--- src/rtl/huffman_pkg.sv ---
// rtl/huffman_pkg.sv - shared types, default sizes and width helpers for huffman_gen
//   huff_state_e     : encoder FSM states
//   HUFF_*           : default alphabet / data / counter / code widths
//   huff_weight_w()  : merged-weight width (counter width plus growth for summing all symbols)
//   huff_idx_w()     : width of a symbol index
//   huff_sym_lo()    : low bit of symbol k (1-based) inside a packed per-symbol bus
package huffman_pkg;

  typedef enum logic [2:0] {
    ST_IDLE    = 3'd0,
    ST_REC     = 3'd1,
    ST_CNT_OUT = 3'd2,
    ST_SCAN    = 3'd3,
    ST_MERGE   = 3'd4,
    ST_DONE    = 3'd5
  } huff_state_e;

  localparam int HUFF_NUM_SYM = 6;
  localparam int HUFF_DATA_W  = 8;
  localparam int HUFF_CNT_W   = 8;
  localparam int HUFF_CODE_W  = 8;

  function automatic int huff_weight_w(input int cnt_w, input int num_sym);
    return cnt_w + $clog2(num_sym);
  endfunction

  function automatic int huff_idx_w(input int num_sym);
    return (num_sym > 1) ? $clog2(num_sym) : 1;
  endfunction

  function automatic int huff_sym_lo(input int k, input int w);
    return (k - 1) * w;
  endfunction

endpackage

--- src/rtl/huffman_if.sv ---
// rtl/huffman_if.sv - sample stream in, counts/codes out, for huffman_gen
//   gray_valid/gray_data : sample strobe and value (source -> encoder)
//   CNT_valid/CNT        : per-symbol counts pulse and bus (encoder -> sink)
//   code_valid/HC/M      : per-symbol code and mask pulse and buses (encoder -> sink)
//   busy                 : encoder is inside a frame
//   modport slave is the encoder side, modport master the source/sink side
interface huffman_if #(
  parameter int NUM_SYM = 6,
  parameter int DATA_W  = 8,
  parameter int CNT_W   = 8,
  parameter int CODE_W  = 8
);

  logic                      gray_valid;
  logic [DATA_W-1:0]         gray_data;
  logic                      CNT_valid;
  logic [NUM_SYM*CNT_W-1:0]  CNT;
  logic                      code_valid;
  logic [NUM_SYM*CODE_W-1:0] HC;
  logic [NUM_SYM*CODE_W-1:0] M;
  logic                      busy;

  modport master (
    output gray_valid, gray_data,
    input  CNT_valid, CNT, code_valid, HC, M, busy
  );

  modport slave (
    input  gray_valid, gray_data,
    output CNT_valid, CNT, code_valid, HC, M, busy
  );

endinterface

--- src/rtl/huffman_min2_scan.sv ---
// rtl/huffman_min2_scan.sv - sequential tracker of the two smallest active entries
//   clk, reset        : clock, asynchronous active-high reset
//   start_i           : clear the tracker before a new pass
//   step_i            : present one entry (index_i, weight_i, active_i) this cycle
//   min1_o / min2_o   : index of the smallest / second smallest active entry so far
//   found_o           : number of active entries seen so far, saturating at 2
// Ordering: a precedes b when its weight is lower, or weights tie and its index is higher.
module huffman_min2_scan #(
  parameter int IDX_W = 3,
  parameter int WGT_W = 11
) (
  input  logic             clk,
  input  logic             reset,
  input  logic             start_i,
  input  logic             step_i,
  input  logic [IDX_W-1:0] index_i,
  input  logic [WGT_W-1:0] weight_i,
  input  logic             active_i,
  output logic [IDX_W-1:0] min1_o,
  output logic [IDX_W-1:0] min2_o,
  output logic [1:0]       found_o
);

  logic [IDX_W-1:0] min1_q, min1_d, min2_q, min2_d;
  logic [WGT_W-1:0] min1_w_q, min1_w_d, min2_w_q, min2_w_d;
  logic [1:0]       found_q, found_d;

  function automatic logic precedes(input logic [WGT_W-1:0] wa, input logic [IDX_W-1:0] ia,
                                    input logic [WGT_W-1:0] wb, input logic [IDX_W-1:0] ib);
    return (wa < wb) || ((wa == wb) && (ia > ib));
  endfunction

  always_comb begin
    min1_d   = min1_q;
    min1_w_d = min1_w_q;
    min2_d   = min2_q;
    min2_w_d = min2_w_q;
    found_d  = found_q;
    if (start_i) begin
      min1_d   = '0;
      min1_w_d = '0;
      min2_d   = '0;
      min2_w_d = '0;
      found_d  = 2'd0;
    end else if (step_i && active_i) begin
      if (found_q == 2'd0) begin
        min1_d   = index_i;
        min1_w_d = weight_i;
        found_d  = 2'd1;
      end else begin
        if (precedes(weight_i, index_i, min1_w_q, min1_q)) begin
          // new overall minimum pushes the old one down to second place
          min2_d   = min1_q;
          min2_w_d = min1_w_q;
          min1_d   = index_i;
          min1_w_d = weight_i;
        end else if ((found_q == 2'd1) || precedes(weight_i, index_i, min2_w_q, min2_q)) begin
          min2_d   = index_i;
          min2_w_d = weight_i;
        end
        found_d = 2'd2;
      end
    end
  end

  always_ff @(posedge clk or posedge reset) begin
    if (reset) begin
      min1_q   <= '0;
      min1_w_q <= '0;
      min2_q   <= '0;
      min2_w_q <= '0;
      found_q  <= 2'd0;
    end else begin
      min1_q   <= min1_d;
      min1_w_q <= min1_w_d;
      min2_q   <= min2_d;
      min2_w_q <= min2_w_d;
      found_q  <= found_d;
    end
  end

  assign min1_o  = min1_q;
  assign min2_o  = min2_q;
  assign found_o = found_q;

endmodule

--- src/rtl/huffman_gen.sv ---
// rtl/huffman_gen.sv - per-frame symbol histogram and Huffman code builder
//   clk, reset : clock, asynchronous active-high reset
//   bus        : huffman_if.slave - gray_valid/gray_data in; CNT_valid/CNT,
//                code_valid/HC/M and busy out
// Build option: HUFF_CNT_SAT_EN makes symbol counters saturate instead of wrapping.
module huffman_gen
  import huffman_pkg::*;
#(
  parameter int NUM_SYM = HUFF_NUM_SYM,
  parameter int DATA_W  = HUFF_DATA_W,
  parameter int CNT_W   = HUFF_CNT_W,
  parameter int CODE_W  = HUFF_CODE_W
) (
  input logic      clk,
  input logic      reset,
  huffman_if.slave bus
);

  localparam int WGT_W = huff_weight_w(CNT_W, NUM_SYM);
  localparam int IDX_W = huff_idx_w(NUM_SYM);
  localparam int LEN_W = $clog2(CODE_W + 1);
  localparam logic [IDX_W-1:0] LAST_IDX = IDX_W'(NUM_SYM - 1);

  huff_state_e state_q, state_d;

  logic [CNT_W-1:0]  cnt_q [NUM_SYM];
  logic [WGT_W-1:0]  wgt_q [NUM_SYM];
  logic [IDX_W-1:0]  grp_q [NUM_SYM];   // leader index of each symbol's group
  logic [LEN_W-1:0]  len_q [NUM_SYM];
  logic [CODE_W-1:0] hc_q  [NUM_SYM];
  logic [CODE_W-1:0] m_q   [NUM_SYM];
  logic [IDX_W-1:0]  idx_q;

  logic [NUM_SYM-1:0] hit;
  logic               scan_start, scan_step;
  logic               cur_active, two_found;
  logic [WGT_W-1:0]   cur_wgt;
  logic [IDX_W-1:0]   min1, min2, new_leader;
  logic [1:0]         found;

  function automatic logic [CNT_W-1:0] cnt_inc(input logic [CNT_W-1:0] c);
`ifdef HUFF_CNT_SAT_EN
    return (c == {CNT_W{1'b1}}) ? c : c + CNT_W'(1);
`else
    return c + CNT_W'(1);
`endif
  endfunction

  // (1 << n) - 1, with n up to CODE_W
  function automatic logic [CODE_W-1:0] len_mask(input logic [LEN_W-1:0] n);
    return CODE_W'(((CODE_W + 1)'(1) << n) - (CODE_W + 1)'(1));
  endfunction

  always_comb begin
    for (int k = 0; k < NUM_SYM; k++) begin
      hit[k] = bus.gray_valid && (bus.gray_data == DATA_W'(k + 1));
    end
  end

  // A leader is a symbol that still heads its own group and carries weight.
  assign cur_wgt    = wgt_q[idx_q];
  assign cur_active = (grp_q[idx_q] == idx_q) && (cur_wgt != '0);
  // The tracker registers the last entry one cycle late, so fold it in here
  // to decide between another merge and finishing on the final scan cycle.
  assign two_found  = (found == 2'd2) || ((found == 2'd1) && cur_active);
  assign new_leader = (min1 < min2) ? min1 : min2;

  huffman_min2_scan #(
    .IDX_W(IDX_W),
    .WGT_W(WGT_W)
  ) u_min2_scan (
    .clk     (clk),
    .reset   (reset),
    .start_i (scan_start),
    .step_i  (scan_step),
    .index_i (idx_q),
    .weight_i(cur_wgt),
    .active_i(cur_active),
    .min1_o  (min1),
    .min2_o  (min2),
    .found_o (found)
  );

  always_ff @(posedge clk or posedge reset) begin
    if (reset) begin
      state_q <= ST_IDLE;
    end else begin
      state_q <= state_d;
    end
  end

  always_comb begin
    state_d        = state_q;
    scan_start     = 1'b0;
    scan_step      = 1'b0;
    bus.CNT_valid  = 1'b0;
    bus.code_valid = 1'b0;
    bus.busy       = (state_q != ST_IDLE);
    case (state_q)
      ST_IDLE: begin
        if (bus.gray_valid) state_d = ST_REC;
      end
      ST_REC: begin
        if (!bus.gray_valid) state_d = ST_CNT_OUT;
      end
      ST_CNT_OUT: begin
        bus.CNT_valid = 1'b1;
        scan_start    = 1'b1;
        state_d       = ST_SCAN;
      end
      ST_SCAN: begin
        scan_step = 1'b1;
        if (idx_q == LAST_IDX) state_d = two_found ? ST_MERGE : ST_DONE;
      end
      ST_MERGE: begin
        scan_start = 1'b1;
        state_d    = ST_SCAN;
      end
      ST_DONE: begin
        bus.code_valid = 1'b1;
        state_d        = ST_IDLE;
      end
      default: state_d = ST_IDLE;
    endcase
  end

  always_ff @(posedge clk or posedge reset) begin
    if (reset) begin
      idx_q <= '0;
      for (int k = 0; k < NUM_SYM; k++) begin
        cnt_q[k] <= '0;
        wgt_q[k] <= '0;
        grp_q[k] <= '0;
        len_q[k] <= '0;
        hc_q[k]  <= '0;
        m_q[k]   <= '0;
      end
    end else begin
      case (state_q)
        ST_IDLE: begin
          if (bus.gray_valid) begin
            for (int k = 0; k < NUM_SYM; k++) begin
              cnt_q[k] <= hit[k] ? CNT_W'(1) : '0;
              len_q[k] <= '0;
              hc_q[k]  <= '0;
              m_q[k]   <= '0;
            end
          end
        end
        ST_REC: begin
          for (int k = 0; k < NUM_SYM; k++) begin
            if (hit[k]) cnt_q[k] <= cnt_inc(cnt_q[k]);
          end
        end
        ST_CNT_OUT: begin
          idx_q <= '0;
          for (int k = 0; k < NUM_SYM; k++) begin
            grp_q[k] <= IDX_W'(k);
            wgt_q[k] <= WGT_W'(cnt_q[k]);
            // Active symbols start with a 1-bit mask: this is the final mask when
            // a symbol is alone, and any merge rewrites it from len otherwise.
            m_q[k]   <= (cnt_q[k] != '0) ? CODE_W'(1) : '0;
          end
        end
        ST_SCAN: begin
          idx_q <= (idx_q == LAST_IDX) ? '0 : idx_q + IDX_W'(1);
        end
        ST_MERGE: begin
          wgt_q[new_leader] <= wgt_q[min1] + wgt_q[min2];
          for (int k = 0; k < NUM_SYM; k++) begin
            if ((grp_q[k] == min1) || (grp_q[k] == min2)) begin
              // min1's members take a 1 at their next bit, min2's keep the cleared 0
              if (grp_q[k] == min1) hc_q[k] <= hc_q[k] | (CODE_W'(1) << len_q[k]);
              len_q[k] <= len_q[k] + LEN_W'(1);
              m_q[k]   <= len_mask(len_q[k] + LEN_W'(1));
              grp_q[k] <= new_leader;
            end
          end
        end
        default: ;
      endcase
    end
  end

  for (genvar k = 0; k < NUM_SYM; k++) begin : g_out
    assign bus.CNT[huff_sym_lo(k + 1, CNT_W) +: CNT_W]  = cnt_q[k];
    assign bus.HC[huff_sym_lo(k + 1, CODE_W) +: CODE_W] = hc_q[k];
    assign bus.M[huff_sym_lo(k + 1, CODE_W) +: CODE_W]  = m_q[k];
  end

endmodule

--- src/flat_wrapper.sv ---
// flat-port wrapper written by rule: the top's interface ports become plain ports
module huffman_gen_flat import huffman_pkg::*;
#(
  parameter int NUM_SYM = HUFF_NUM_SYM,
  parameter int DATA_W  = HUFF_DATA_W,
  parameter int CNT_W   = HUFF_CNT_W,
  parameter int CODE_W  = HUFF_CODE_W
)
  (clk, reset, bus_gray_valid, bus_gray_data, bus_CNT_valid, bus_CNT, bus_code_valid, bus_HC, bus_M, bus_busy);
  huffman_if #(.NUM_SYM(NUM_SYM), .DATA_W(DATA_W), .CNT_W(CNT_W), .CODE_W(CODE_W)) bus_i ();
  input logic clk;
  input logic reset;
  input wire logic [$bits(bus_i.gray_valid)-1:0] bus_gray_valid;
  input wire logic [$bits(bus_i.gray_data)-1:0] bus_gray_data;
  output wire logic [$bits(bus_i.CNT_valid)-1:0] bus_CNT_valid;
  output wire logic [$bits(bus_i.CNT)-1:0] bus_CNT;
  output wire logic [$bits(bus_i.code_valid)-1:0] bus_code_valid;
  output wire logic [$bits(bus_i.HC)-1:0] bus_HC;
  output wire logic [$bits(bus_i.M)-1:0] bus_M;
  output wire logic [$bits(bus_i.busy)-1:0] bus_busy;
  assign bus_i.gray_valid = bus_gray_valid;
  assign bus_i.gray_data = bus_gray_data;
  assign bus_CNT_valid = bus_i.CNT_valid;
  assign bus_CNT = bus_i.CNT;
  assign bus_code_valid = bus_i.code_valid;
  assign bus_HC = bus_i.HC;
  assign bus_M = bus_i.M;
  assign bus_busy = bus_i.busy;
  huffman_gen #(.NUM_SYM(NUM_SYM), .DATA_W(DATA_W), .CNT_W(CNT_W), .CODE_W(CODE_W)) u_core (.clk(clk), .reset(reset), .bus(bus_i));
endmodule
--- config.mk ---
export PLATFORM = sky130hd
export DESIGN_NAME = huffman_gen_flat
export DESIGN_NICKNAME = d
export VERILOG_FILES = /design/src/rtl/huffman_pkg.sv /design/src/rtl/huffman_if.sv /design/src/rtl/huffman_min2_scan.sv /design/src/rtl/huffman_gen.sv /design/src/flat_wrapper.sv
export SDC_FILE = /design/constraint.sdc
export NUM_CORES = 1
export LEC_CHECK = 0
export CAP_MARGIN = 25
export CORE_AREA = 8 8 220 222
export CTS_BUF_LIST = sky130_fd_sc_hd__clkbuf_4
export DETAILED_ROUTE_END_ITERATION = 10
export DIE_AREA = 0 0 228 230
export MAX_ROUTING_LAYER = met4
export PLACE_DENSITY = 0.56
export SKIP_LAST_GASP = 1
export SYNTH_ARGS = -nofsm -noshare
export SYNTH_HDL_FRONTEND = slang
export SYNTH_HIERARCHICAL = 1
export SYNTH_SLANG_ARGS = --single-unit
--- constraint.sdc ---
create_clock -name clk -period 24.4 [get_ports clk]
set_input_delay 3.66 -clock clk [delete_from_list [all_inputs] [get_ports clk]]
set_output_delay 3.66 -clock clk [all_outputs]
set_load 0.02 [all_outputs]
# After elaboration in Yosys (flattened, before gate mapping)
# Index checks and enable logic that the tools add are counted.
[classes] add_sub_neg=20 bitwise_logic=10 muxes=105 eq_ne=51 shifts=12 n_lt_le_gt_ge=10 reduce_logical=74
[op_table] op="2-to-1 mux 8 bit" n=24
[op_table] op="case mux 48 bit (2 select lines)" n=2
[op_table] op="2-to-1 mux 11 bit" n=16
[op_table] op="case mux 48 bit (3 select lines)" n=1
[op_table] op="case mux 66 bit (2 select lines)" n=1
[op_table] op="binary-select mux 11 bit (select 3 bit)" n=3
[op_table] op="2-to-1 mux 48 bit" n=2
[op_table] op="<< shifter 1 x 4 -> 8 bit (first input constant)" n=12
[op_table] op="bitwise mux 66 bit" n=1
[op_table] op="2-to-1 mux 3 bit" n=22
[op_table] op="AND reduction 3 bit" n=20
[op_table] op="adder 8 x 1 -> 8 bit (second input constant)" n=6
[op_table] op="OR 8 bit" n=6
[op_table] op="case mux 24 bit (2 select lines)" n=1
[op_table] op="nonzero test 8 bit" n=6
[op_table] op="subtractor 8 x 2 -> 8 bit (second input constant)" n=6
[op_table] op="inequality test 2 x 1 -> 1 bit (second input constant)" n=20
[op_table] op="equality test 3 bit" n=13
[op_table] op="case mux 18 bit (2 select lines)" n=1
[op_table] op="demux 11 bit (select 3 bit)" n=1
[op_table] op="adder 4 x 1 -> 4 bit (second input constant)" n=6
[op_table] op="equality test 8 x 3 -> 1 bit (second input constant)" n=3
[op_table] op="2-to-1 mux 24 bit" n=1
[op_table] op="2-to-1 mux 4 bit" n=6
[op_table] op="32 further kinds" n=102
[totals] output_inout_bits=147 word_cells=325 ff_bits=288

# Longest topological paths before layout
[logic_depth] ltp_word=13 depth_mapped=16 depth_no_buf=12

# Hierarchy
# Netlist, hierarchy kept.
[modules_own_cells] module="huffman_gen" cells_each=1670 n_inst=1 area_each_um2=15617.5 seq_area_each_um2=6456.2
[modules_own_cells] module="huffman_min2_scan" cells_each=214 n_inst=1 area_each_um2=2180.8 seq_area_each_um2=750.7

# Least setup slack after synthesis
# Ideal clock, no wire load.
[synth_timing] path_kind="input to register" start="input bus_gray_data[5]" end="register u_core.cnt_q, in the netlist u_core/bus.CNT[39]" t_arrival_ps=5368 cell_stages=6 required_time_ps=24322 path_slack_ps=18954 cell_sequence="or4_4 -> o41ai_4 -> and3_4 -> nand3_2 -> or3_1 -> a21oi_1"
[synth_via] elab_chain_len=4
[synth_lines] item="start: declaration" line_no="flat_wrapper.sv:14" rtl="input wire logic [$bits(bus_i.gray_data)-1:0] bus_gray_data;"
[synth_lines] item="equality test 8 x 3 -> 1 bit" line_no="huffman_gen.sv:56" rtl="hit[k] = bus.gray_valid && (bus.gray_data == DATA_W'(k + 1));"
[synth_lines] item="logical AND 1 bit" line_no="huffman_gen.sv:56"
[synth_lines] item="inequality test 2 x 1 -> 1 bit (no line)"
[synth_lines] item="AND reduction 3 bit (no line)"
[synth_lines] item="end signal: indexed assignment" line_no="huffman_gen.sv:143" rtl="cnt_q[k] <= hit[k] ? CNT_W'(1) : '0;"
[synth_lines] item="end signal: indexed assignment" line_no="huffman_gen.sv:152" rtl="if (hit[k]) cnt_q[k] <= cnt_inc(cnt_q[k]);"
[synth_lines] item="end: declaration" line_no="huffman_gen.sv:26" rtl="logic [CNT_W-1:0] cnt_q [NUM_SYM];"
# Every way passes these cells.
# A chain may end at the register's enable or synchronous reset.

# Worst setup path in the final report
[layout_timing] start="register u_core.state_q[2]" end="output bus_code_valid"
[layout_via] elab_chain_len=2
[layout_lines] item="start: declaration" line_no="huffman_gen.sv:24" rtl="huff_state_e state_q, state_d;"
[layout_lines] item="start signal: assignment" line_no="huffman_gen.sv:88" rtl="state_q <= state_d;"
[layout_lines] item="equality test 3 bit" line_no="huffman_gen.sv:99" rtl="case (state_q)"
[layout_lines] item="2-to-1 mux 1 bit" line_no="huffman_gen.sv:99"
[layout_lines] item="end: declaration" line_no="flat_wrapper.sv:17" rtl="output wire logic [$bits(bus_i.code_valid)-1:0] bus_code_valid;"
# Every way passes these cells.

==> metrics.yaml <==
status:
  outcome: "completed"
timing:
  holdWs_ns: 0.481
  relSlewSlack: 0.340
  worst_slew_pin_slew_ns: 0.989
  min_period_ns: 6.63
  rsz0062_at_grt: "no"
  hold_viol_final: 0
  maxSlewViolCount: 0
  tns_ns: 0
  period_share: 0.272
  max_freq_mhz: 151
  skew_ns: 0.0625
  setup_violations: 0
synth:
  async_flop_share: 1.00
  syn_nets: 1997
  synth_seq_cells: 288
  synthFlopType: "dfrtp_1"
  synth_top_area_cell: "dfrtp_1"
  netlist_top_cells_area: "dfrtp_1 40%, ha_1 7.1%, mux2i_1 5.2%"
  syn_avg_cell_area_um2: 9.45
  syn_inst: 1884
  synth_cell_type_count: 85
  synth_edf_count: 0
  syn_area_um2: 17800
  yosys_warnings: 6
  ys_seq_area_frac: 0.405
  synth_top_area_share: 0.405
global_routing:
  grt_pass1_wl_um: 89500
  grt_pass1_vias: 15300
  grt_max_degree: 133
  antenna_found_initial: 1
  grt_usage: 0.218
  gr-total-overflow: 0
run:
  drv_cap: 0
clocking:
  post_cts_buffers: 0
  numCtsBuffers: 83
  path_clk_slew_ns: 0.06
  hold_buffers: 0
  clkSinkCount: 288
  cts.repair.resized: 0
  cts.path.max_buffers: 3
  cts_root_buffer: "clkbuf_4"
  clock_latency_ns: 0.78
  htreeDepth: 3
  cts_tree: "built"
setup_path:
  path_class: "reg2out"
  cp-end-kind: "output port"
  worstPathArrival_ns: 2.97
  cpMaxStageDelayCell: "dfrtp_1"
  max_stage_delay_ns: 0.90
  crit_fanout: 20
  required_ns: 20.74
  cp_top_family: "flip-flops"
  cp-start-kind: "flop"
  crit_chain: "nand2b_1, nor2_1, clkdlybuf4s50_1"
  crit_buf_inv: 1
floorplanning:
  initial_core_util: 0.396
  core_area_um2: 44900
  fp.dieArea_um2: 52400
  rows: 78
  io_pins: 158
  dieWidth_um: 228
  die_h_um: 230
power_and_ir_drop:
  powerDensity_nw_per_um2: 135
  vdd_drop_max_mv: 0.0740
  p_leak_nw: 9.19
final_layout:
  fin_util: 0.468
  final_cell_mix: "285 x dfrtp_1, 206 x nand2_1, 157 x clkdlybuf4s50_1"
  layout-drive-gt1-share: 0.115
  stdcell_count: 2721
  layout_commonest_cell: "dfrtp_1"
  area_delta_synth_final_pct: 18.0
  nets: 2171
worst_hold_path:
  hold_path_class: "reg2reg"
routing:
  routed_wl_um: 56500
  antenna_left: 0
  route.detailed.drc: 0
  drt-vias-per-instance: 5.63
  wl_per_cell_um: 20.8
  via_count: 15300
  dr.pass1.iters: 5
  drtIter0Drc: 1109
placement:
  gp_congestion: 0.840
  io_buffers: 157
  dp_hpwl_um: 38700
  place_inst: 2571
## metal layers
| layer | GRT usage | part of all wire | vias up |
|---|---|---|---|
| met4 | 0.0784 | 0.029 | 0 |
| met1 | 0.285 | 0.45 | 7586 |
| met2 | 0.329 | 0.46 | 479 |
| li1 | - | - | 7160 |
| met3 | 0.0483 | 0.063 | 102 |
| met5 | - | 0 | - |
## kinds of logic after synthesis
group / Yosys count / synth area share
flops: 288 / 0.405
buf+inv: 177 / 0.0414
simple gates: 616 / 0.168
xor+xnor: 101 / 0.0497
mux: 151 / 0.105
fa+ha+maj: 102 / 0.0721
compound gates: 449 / 0.159
## state kept, by name, indices dropped and copies added, names as in the netlist
name	cells
u_core/grp_q	18
u_core/wgt_q	66
u_core/idx_q	3
u_core/bus.M	48
u_core/bus.CNT	48
u_core/bus.HC	48
u_core/state_q	3
u_core/u_min2_scan/min2_o	3
u_core/u_min2_scan/min2_w_q	11
u_core/u_min2_scan/min1_w_q	11
u_core/u_min2_scan/min1_o	3
u_core/len_q	24
u_core/u_min2_scan/found_o	2
## synthesized netlist by cell type (all sizes together), types with 14 or more instances
| master | count |
|---|---|
| a211oi | 19 |
| a21oi | 94 |
| a22o | 20 |
| a31oi | 40 |
| and2 | 14 |
| buf | 36 |
| clkbuf | 59 |
| dfrtp | 288 |
| ha | 101 |
| inv | 81 |
| mux2 | 34 |
| mux2i | 92 |
| mux4 | 25 |
| nand2 | 207 |
| nand2b | 41 |
| nand3 | 60 |
| nand4 | 18 |
| nor2 | 136 |
| nor3 | 59 |
| nor4 | 14 |
| o211ai | 15 |
| o21ai | 159 |
| xnor2 | 51 |
| xor2 | 50 |
## stage by stage
step	power (W)	setup slack [ns]	instance area (µm²)
final	0.00283	17.77	21000
after global routing	0.00306	17.61	21000
after CTS	0.00284	17.71	21000
after detailed placement	0.00235	17.57	19900
after global placement	0.00231	17.65	19900
after floorplan	0.00189	13.64	17800
## final timing paths
kind                       cells after the start               from  slack [ns]                        endpoint
max                                            3  u_core/state_q[2]       17.77                  bus_code_valid
min in group asynchronous                      2              reset        3.34                u_core/bus.M[17]
max reg2reg                                   12    u_core/idx_q[1]       19.34  u_core/u_min2_scan/min1_w_q[2]
min reg2reg                                    1   u_core/bus.M[22]        0.48                u_core/bus.M[22]
max in group asynchronous                      4              reset       19.36               u_core/bus.CNT[0]
min                                            1   u_core/bus.M[22]        0.48                u_core/bus.M[22]
## cell type report
cell class	count	area [µm²]
Sequential cell	288	7210
Clock buffer	117	878
Tap cell	600	751
Inverter	82	315
Clock inverter	30	179
Antenna cell	1	2.50
Multi-Input combinational cell	1419	9870
Timing Repair Buffer	184	1790
Fill cell	4420	23900
## worst register-to-register path, cell delays in order (launching register included)
cell and delay, ns:
dfrtp_1 0.90, buf_4 0.46, mux2i_1 0.23, o21ai_0 0.09, nand2_1 0.18, o21ai_0 0.27
ha_1 0.45, nand2_1 0.06, o21a_1 0.17, o32ai_1 0.22, o32a_1 0.81, a21o_1 0.82
mux2i_1 0.29
## report_power, final
| part | internal (W) | total [W] | switching (W) |
|---|---|---|---|
| Combinational | 0.000662 | 0.00160 | 0.000941 |
| Clock | 0.000242 | 0.000463 | 0.000221 |
| Sequential | 0.000595 | 0.000761 | 0.000166 |
(Power assumes the default switching activity.)
